**config.mk**
```make
export PLATFORM = sky130hd
export DESIGN_NAME = dmem_arbiter
export DESIGN_NICKNAME = d
export VERILOG_FILES = /design/src/rtl/dmem_arbiter.sv
export SDC_FILE = /design/constraint.sdc
export NUM_CORES = 1
export LEC_CHECK = 0
export CAP_MARGIN = 20
export CELL_PAD_IN_SITES_DETAIL_PLACEMENT = 1
export CELL_PAD_IN_SITES_GLOBAL_PLACEMENT = 1
export CORE_ASPECT_RATIO = 1.25
export CORE_UTILIZATION = 28
export CTS_BUF_LIST = sky130_fd_sc_hd__clkbuf_8
export DETAILED_ROUTE_END_ITERATION = 8
export MAX_ROUTING_LAYER = met4
export PLACE_DENSITY = 0.88
export SLEW_MARGIN = 20
export SYNTH_ARGS = -nofsm -noshare
export SYNTH_HDL_FRONTEND = slang
export SYNTH_SLANG_ARGS = --single-unit
export TNS_END_PERCENT = 1
```
**constraint.sdc**
```tcl
create_clock -name clk -period 2 [get_ports clk]
set_clock_uncertainty 0.15 [all_clocks]
set_input_delay 0.4 -clock clk [delete_from_list [all_inputs] [get_ports clk]]
set_output_delay 0.4 -clock clk [all_outputs]
set_load 0.03 [all_outputs]
```
**src/rtl/dmem_arbiter.sv**
```systemverilog
// rtl/dmem_arbiter.sv - two-requester arbiter for the byte-banked data memory
module dmem_arbiter #(
  parameter int PRIO_MODE = 0,
  parameter int MAX_WAIT  = 3,
  parameter int MEM_WORDS = 4096
) (
  input  logic        clk,
  input  logic        reset,
  input  logic        m0_req,
  input  logic [31:0] m0_addr,
  input  logic [31:0] m0_wdata,
  input  logic [3:0]  m0_we,
  output logic        m0_gnt,
  output logic        m0_rvalid,
  output logic [31:0] m0_rdata,
  output logic        m0_err,
  input  logic        m1_req,
  input  logic [31:0] m1_addr,
  input  logic [31:0] m1_wdata,
  input  logic [3:0]  m1_we,
  output logic        m1_gnt,
  output logic        m1_rvalid,
  output logic [31:0] m1_rdata,
  output logic        m1_err,
  output logic [31:0] daddr,
  output logic [31:0] dwdata,
  output logic [3:0]  dwe,
  input  logic [31:0] drdata
);

  localparam logic [31:0] LP_WORDS = MEM_WORDS[31:0];
  localparam logic [3:0]  LP_WAIT  = MAX_WAIT[3:0];

  logic        r_rr_last;
  logic [3:0]  r_starve;
  logic        r_acc_valid;
  logic        r_acc_owner;
  logic [29:0] r_acc_idx;
  logic [31:0] r_acc_wdata;
  logic [3:0]  r_acc_we;
  logic        r_acc_oor;
  logic        r_m0_rvalid;
  logic [31:0] r_m0_rdata;
  logic        r_m0_err;
  logic        r_m1_rvalid;
  logic [31:0] r_m1_rdata;
  logic        r_m1_err;

  logic        w_m0_gnt;
  logic        w_m1_gnt;
  logic [29:0] w_sel_idx;
  logic [31:0] w_sel_wdata;
  logic [3:0]  w_sel_we;
  logic        w_sel_oor;
  logic [31:0] w_resp_data;
  logic        w_unused_bits;

  assign w_unused_bits = ^{m0_addr[1:0], m1_addr[1:0]};

  always_comb begin
    w_m0_gnt = 1'b0;
    w_m1_gnt = 1'b0;
    if (PRIO_MODE == 0) begin
      // r_rr_last=1 means m1 was granted last, so m0 wins a tie
      if (m0_req && m1_req) begin
        w_m0_gnt = r_rr_last;
        w_m1_gnt = !r_rr_last;
      end else begin
        w_m0_gnt = m0_req;
        w_m1_gnt = m1_req;
      end
    end else begin
      w_m1_gnt = m1_req && (!m0_req || (r_starve == LP_WAIT));
      w_m0_gnt = m0_req && !w_m1_gnt;
    end
  end

  assign w_sel_idx   = w_m1_gnt ? m1_addr[31:2] : m0_addr[31:2];
  assign w_sel_wdata = w_m1_gnt ? m1_wdata : m0_wdata;
  assign w_sel_we    = w_m1_gnt ? m1_we : m0_we;
  assign w_sel_oor   = ({2'b00, w_sel_idx} >= LP_WORDS);

  // Writes and out-of-range accesses answer with zero
  assign w_resp_data = (r_acc_we == 4'b0000 && !r_acc_oor) ? drdata : 32'h0;

  always_ff @(posedge clk or negedge reset) begin
    if (!reset) begin
      r_rr_last   <= 1'b1;
      r_starve    <= 4'd0;
      r_acc_valid <= 1'b0;
      r_acc_owner <= 1'b0;
      r_acc_idx   <= 30'd0;
      r_acc_wdata <= 32'h0;
      r_acc_we    <= 4'b0000;
      r_acc_oor   <= 1'b0;
      r_m0_rvalid <= 1'b0;
      r_m0_rdata  <= 32'h0;
      r_m0_err    <= 1'b0;
      r_m1_rvalid <= 1'b0;
      r_m1_rdata  <= 32'h0;
      r_m1_err    <= 1'b0;
    end else begin
      if (w_m0_gnt || w_m1_gnt) begin
        r_rr_last <= w_m1_gnt;
      end
      if (w_m1_gnt || !m1_req) begin
        r_starve <= 4'd0;
      end else if (w_m0_gnt && r_starve != 4'hF) begin
        r_starve <= r_starve + 4'd1;
      end

      r_acc_valid <= w_m0_gnt || w_m1_gnt;
      if (w_m0_gnt || w_m1_gnt) begin
        r_acc_owner <= w_m1_gnt;
        r_acc_idx   <= w_sel_idx;
        r_acc_wdata <= w_sel_wdata;
        r_acc_we    <= w_sel_we;
        r_acc_oor   <= w_sel_oor;
      end

      r_m0_rvalid <= r_acc_valid && !r_acc_owner;
      r_m0_rdata  <= (r_acc_valid && !r_acc_owner) ? w_resp_data : 32'h0;
      r_m0_err    <= r_acc_valid && !r_acc_owner && r_acc_oor;
      r_m1_rvalid <= r_acc_valid && r_acc_owner;
      r_m1_rdata  <= (r_acc_valid && r_acc_owner) ? w_resp_data : 32'h0;
      r_m1_err    <= r_acc_valid && r_acc_owner && r_acc_oor;
    end
  end

  assign m0_gnt    = w_m0_gnt;
  assign m1_gnt    = w_m1_gnt;
  assign m0_rvalid = r_m0_rvalid;
  assign m0_rdata  = r_m0_rdata;
  assign m0_err    = r_m0_err;
  assign m1_rvalid = r_m1_rvalid;
  assign m1_rdata  = r_m1_rdata;
  assign m1_err    = r_m1_err;
  assign daddr     = {r_acc_idx, 2'b00};
  assign dwdata    = r_acc_wdata;
  assign dwe       = (r_acc_valid && !r_acc_oor) ? r_acc_we : 4'b0000;

endmodule

```
==> run metrics <==
Syn. warnings 0; std cell rows 55; initial antenna violation count 0; critical path class primary input to flip-flop; FF+latch count, synth 138; drt pass-1 iters 4; DR WL met3 809 um; IO Pins 310; crit share post-route 1.04; failing checks setup timing; Worst VDD drop 0.450 mV; RSZ-0062 raised after global routing true; setup violators final 2; CP max FO 5; Die W 125 um; reg2reg start r_rr_last; minimum clock period 2080 ps; Worst Setup Start Kind primary input; core box area 0.0182 mm^2; design area 0.00908 mm^2; clock slew at reported path FFs 90 ps; Setup crit end kind flip-flop; Power Density 771 mW/mm^2; Fill cells 2,041; Antenna Cells 0; Syn Area/Cell 10.5 um^2; PortBufs 303; dpl hpwl 14.2 mm; Synth Flop Type dfrtp_1; H-tree depth 4; post-placement cell count 1,025; max-cap violations 0; R2R depth 6; Clk Latency, worst-skew pair 430 ps; top post-synthesis cells by area dfrtp_1, and2_1, nor2_1, o22ai_1, nand2_1; largest net degree at the start of global routing 62; dpl ws -543 ps; sequential share of the synthesized area 0.657; count of mapped cells out of synthesis 502; first-pass GRT wire length 28.9 mm; Leakage 4.42 nW; Fin. Hold Viols 0; remaining antenna violation count 0; deepest clock path buffer count 2; drt drc 0; via/cell ratio 4.63; DP Area 0.00872 mm^2; Top Layer Used met4; Final Util 0.498; most area-hungry cell type in the Yosys netlist dfrtp_1; Die Y 155 um; FF-to-FF setup slack -40 ps; Post-synth ARST share 1.00; Min-Delay Endpoint r_acc_owner; layout cells sized above 1 0.0982; Unique masters post-synth 31; min-delay src m1_req; post-route insts no fill 1,063; CP required 2160 ps; number of global-route vias before repair 5,317; Post-synth EDFFs 0; status finished, violations left; total routed wirelength 18.6 mm; CTS Buf Count 17; top cell type's share of synthesized area 0.652; met1 WL 7.43 mm; R2R Path End r_acc_oor; initial core utilization 0.289; WL met2 9.99 mm; Final WS setup -75.0 ps; grt total ovfl 0; fin. max-slew vios 0; Area growth syn-to-layout 72.7%; CTS tree built; wire per inst 17.5 um; Worst Hold Depth 4; gr usage total 0.199; Vias 4,927; Max Freq 0.482 GHz; final-stage net count 994; worst hold path type primary input to flip-flop; Critical Path AT 2230 ps; gp weighted congestion 0.876; CP Launch Point m0_req; Synth Cell Area 0.00526 mm^2; initial DRC count 265; clk root buf clkbuf_8; clk sink count 138; Die ar. 0.0193 mm^2
sequential cells by signal, indices dropped and copies added, names as in the netlist:
signal,cells
dwdata,32
m0_err,1
m0_rdata,32
m0_rvalid,1
m1_err,1
m1_rdata,32
m1_rvalid,1
r_acc_idx,30
r_acc_oor,1
r_acc_owner,1
r_acc_valid,1
r_acc_we,4
r_rr_last,1
worst max-delay path by stage:
stage                      endpoint  slack (ps)  depth (start not counted)
after floorplan              m0_gnt         100                          4
after global placement    r_acc_oor        -430                          7
after detailed placement  r_acc_oor        -540                          7
after CTS                    m1_gnt        -110                          5
after global routing         m1_gnt        -140                          5
final                     r_acc_oor         -80                          6
cells by family (layout without fill, tap and decap cells):
| group | after synthesis | in the layout | share of synthesized area |
|---|---|---|---|
| AOI/OAI and AO/OA | 71 | 71 | 0.0868 |
| buffers and inverters | 37 | 369 | 0.0302 |
| DFF | 138 | 138 | 0.657 |
| other | 1 | 2 | 0.000713 |
| and+or+nand+nor | 255 | 255 | 0.226 |
per-layer routing:
layer | GRT usage | up-vias
met5 | - | -
met4 | 0.0706 | 0
met3 | 0.0385 | 24
met2 | 0.347 | 188
met1 | 0.227 | 2402
li1 | - | 2313
cells in the mapped netlist, drive strengths merged, types with 2 or more instances:
cell type / number
a31oi: 29
and2: 70
and3: 3
buf: 13
clkbuf: 20
dfrtp: 137
inv: 4
nand2: 59
nand4: 2
nor2: 105
nor2b: 2
nor3: 2
nor4: 6
o22ai: 36
or4: 2
where the power goes:
group | internal [mW] | switching (mW) | total [mW]
clock | 1.27 | 1.20 | 2.46
sequential | 2.97 | 0.106 | 3.07
combinational | 0.647 | 0.822 | 1.47
through the flow:
| step | hold slack [ps] | TNS (ps) | total power, mW |
|---|---|---|---|
| 2_1_floorplan | -45.6 | 0 | 3.76 |
| 3_3_place_gp | 98.2 | -5380 | 4.66 |
| 3_5_place_dp | 106 | -8290 | 4.70 |
| 4_1_cts | 171 | -208 | 7.09 |
| 5_1_grt | 186 | -291 | 7.32 |
| 6_report | 201 | -147 | 7.00 |
cell usage in the layout, fill, tap and decap left out, drive strengths merged, types with 10 or more instances in the layout:
cell	n
a31oi	29
inv	10
o22ai	36
clkdlybuf4s50	165
buf	36
nand2	59
dlygate4sd2	130
clkbuf	17
nor2	105
dfrtp	137
and2	70
cell type report:
class / instances / area [um^2] / share of cell area
clock buffer: 17 / 234 / 0.0258
clock inverter: 15 / 189 / 0.0208
inverter: 4 / 17.5 / 0.00193
multi-input combinational: 328 / 1680 / 0.185
sequential: 138 / 3460 / 0.380
tap: 228 / 285 / 0.0314
timing repair buffer: 333 / 3220 / 0.355
worst max-delay path, cell delays in order:
cell and delay [ps]:
clkdlybuf4s50_1 490, a21bo_4 280, buf_4 150, or4_4 410, a222oi_1 380, a21oi_1 120
timing repair:
item,CTS,global route
endpoints found under the hold margin,137,0
setup buffers,3,2
pin swaps,2,3
gates resized for setup,147,7
setup endpoints to repair,137,6
hold buffers,1,0
Power figures use the tool's default switching activity.
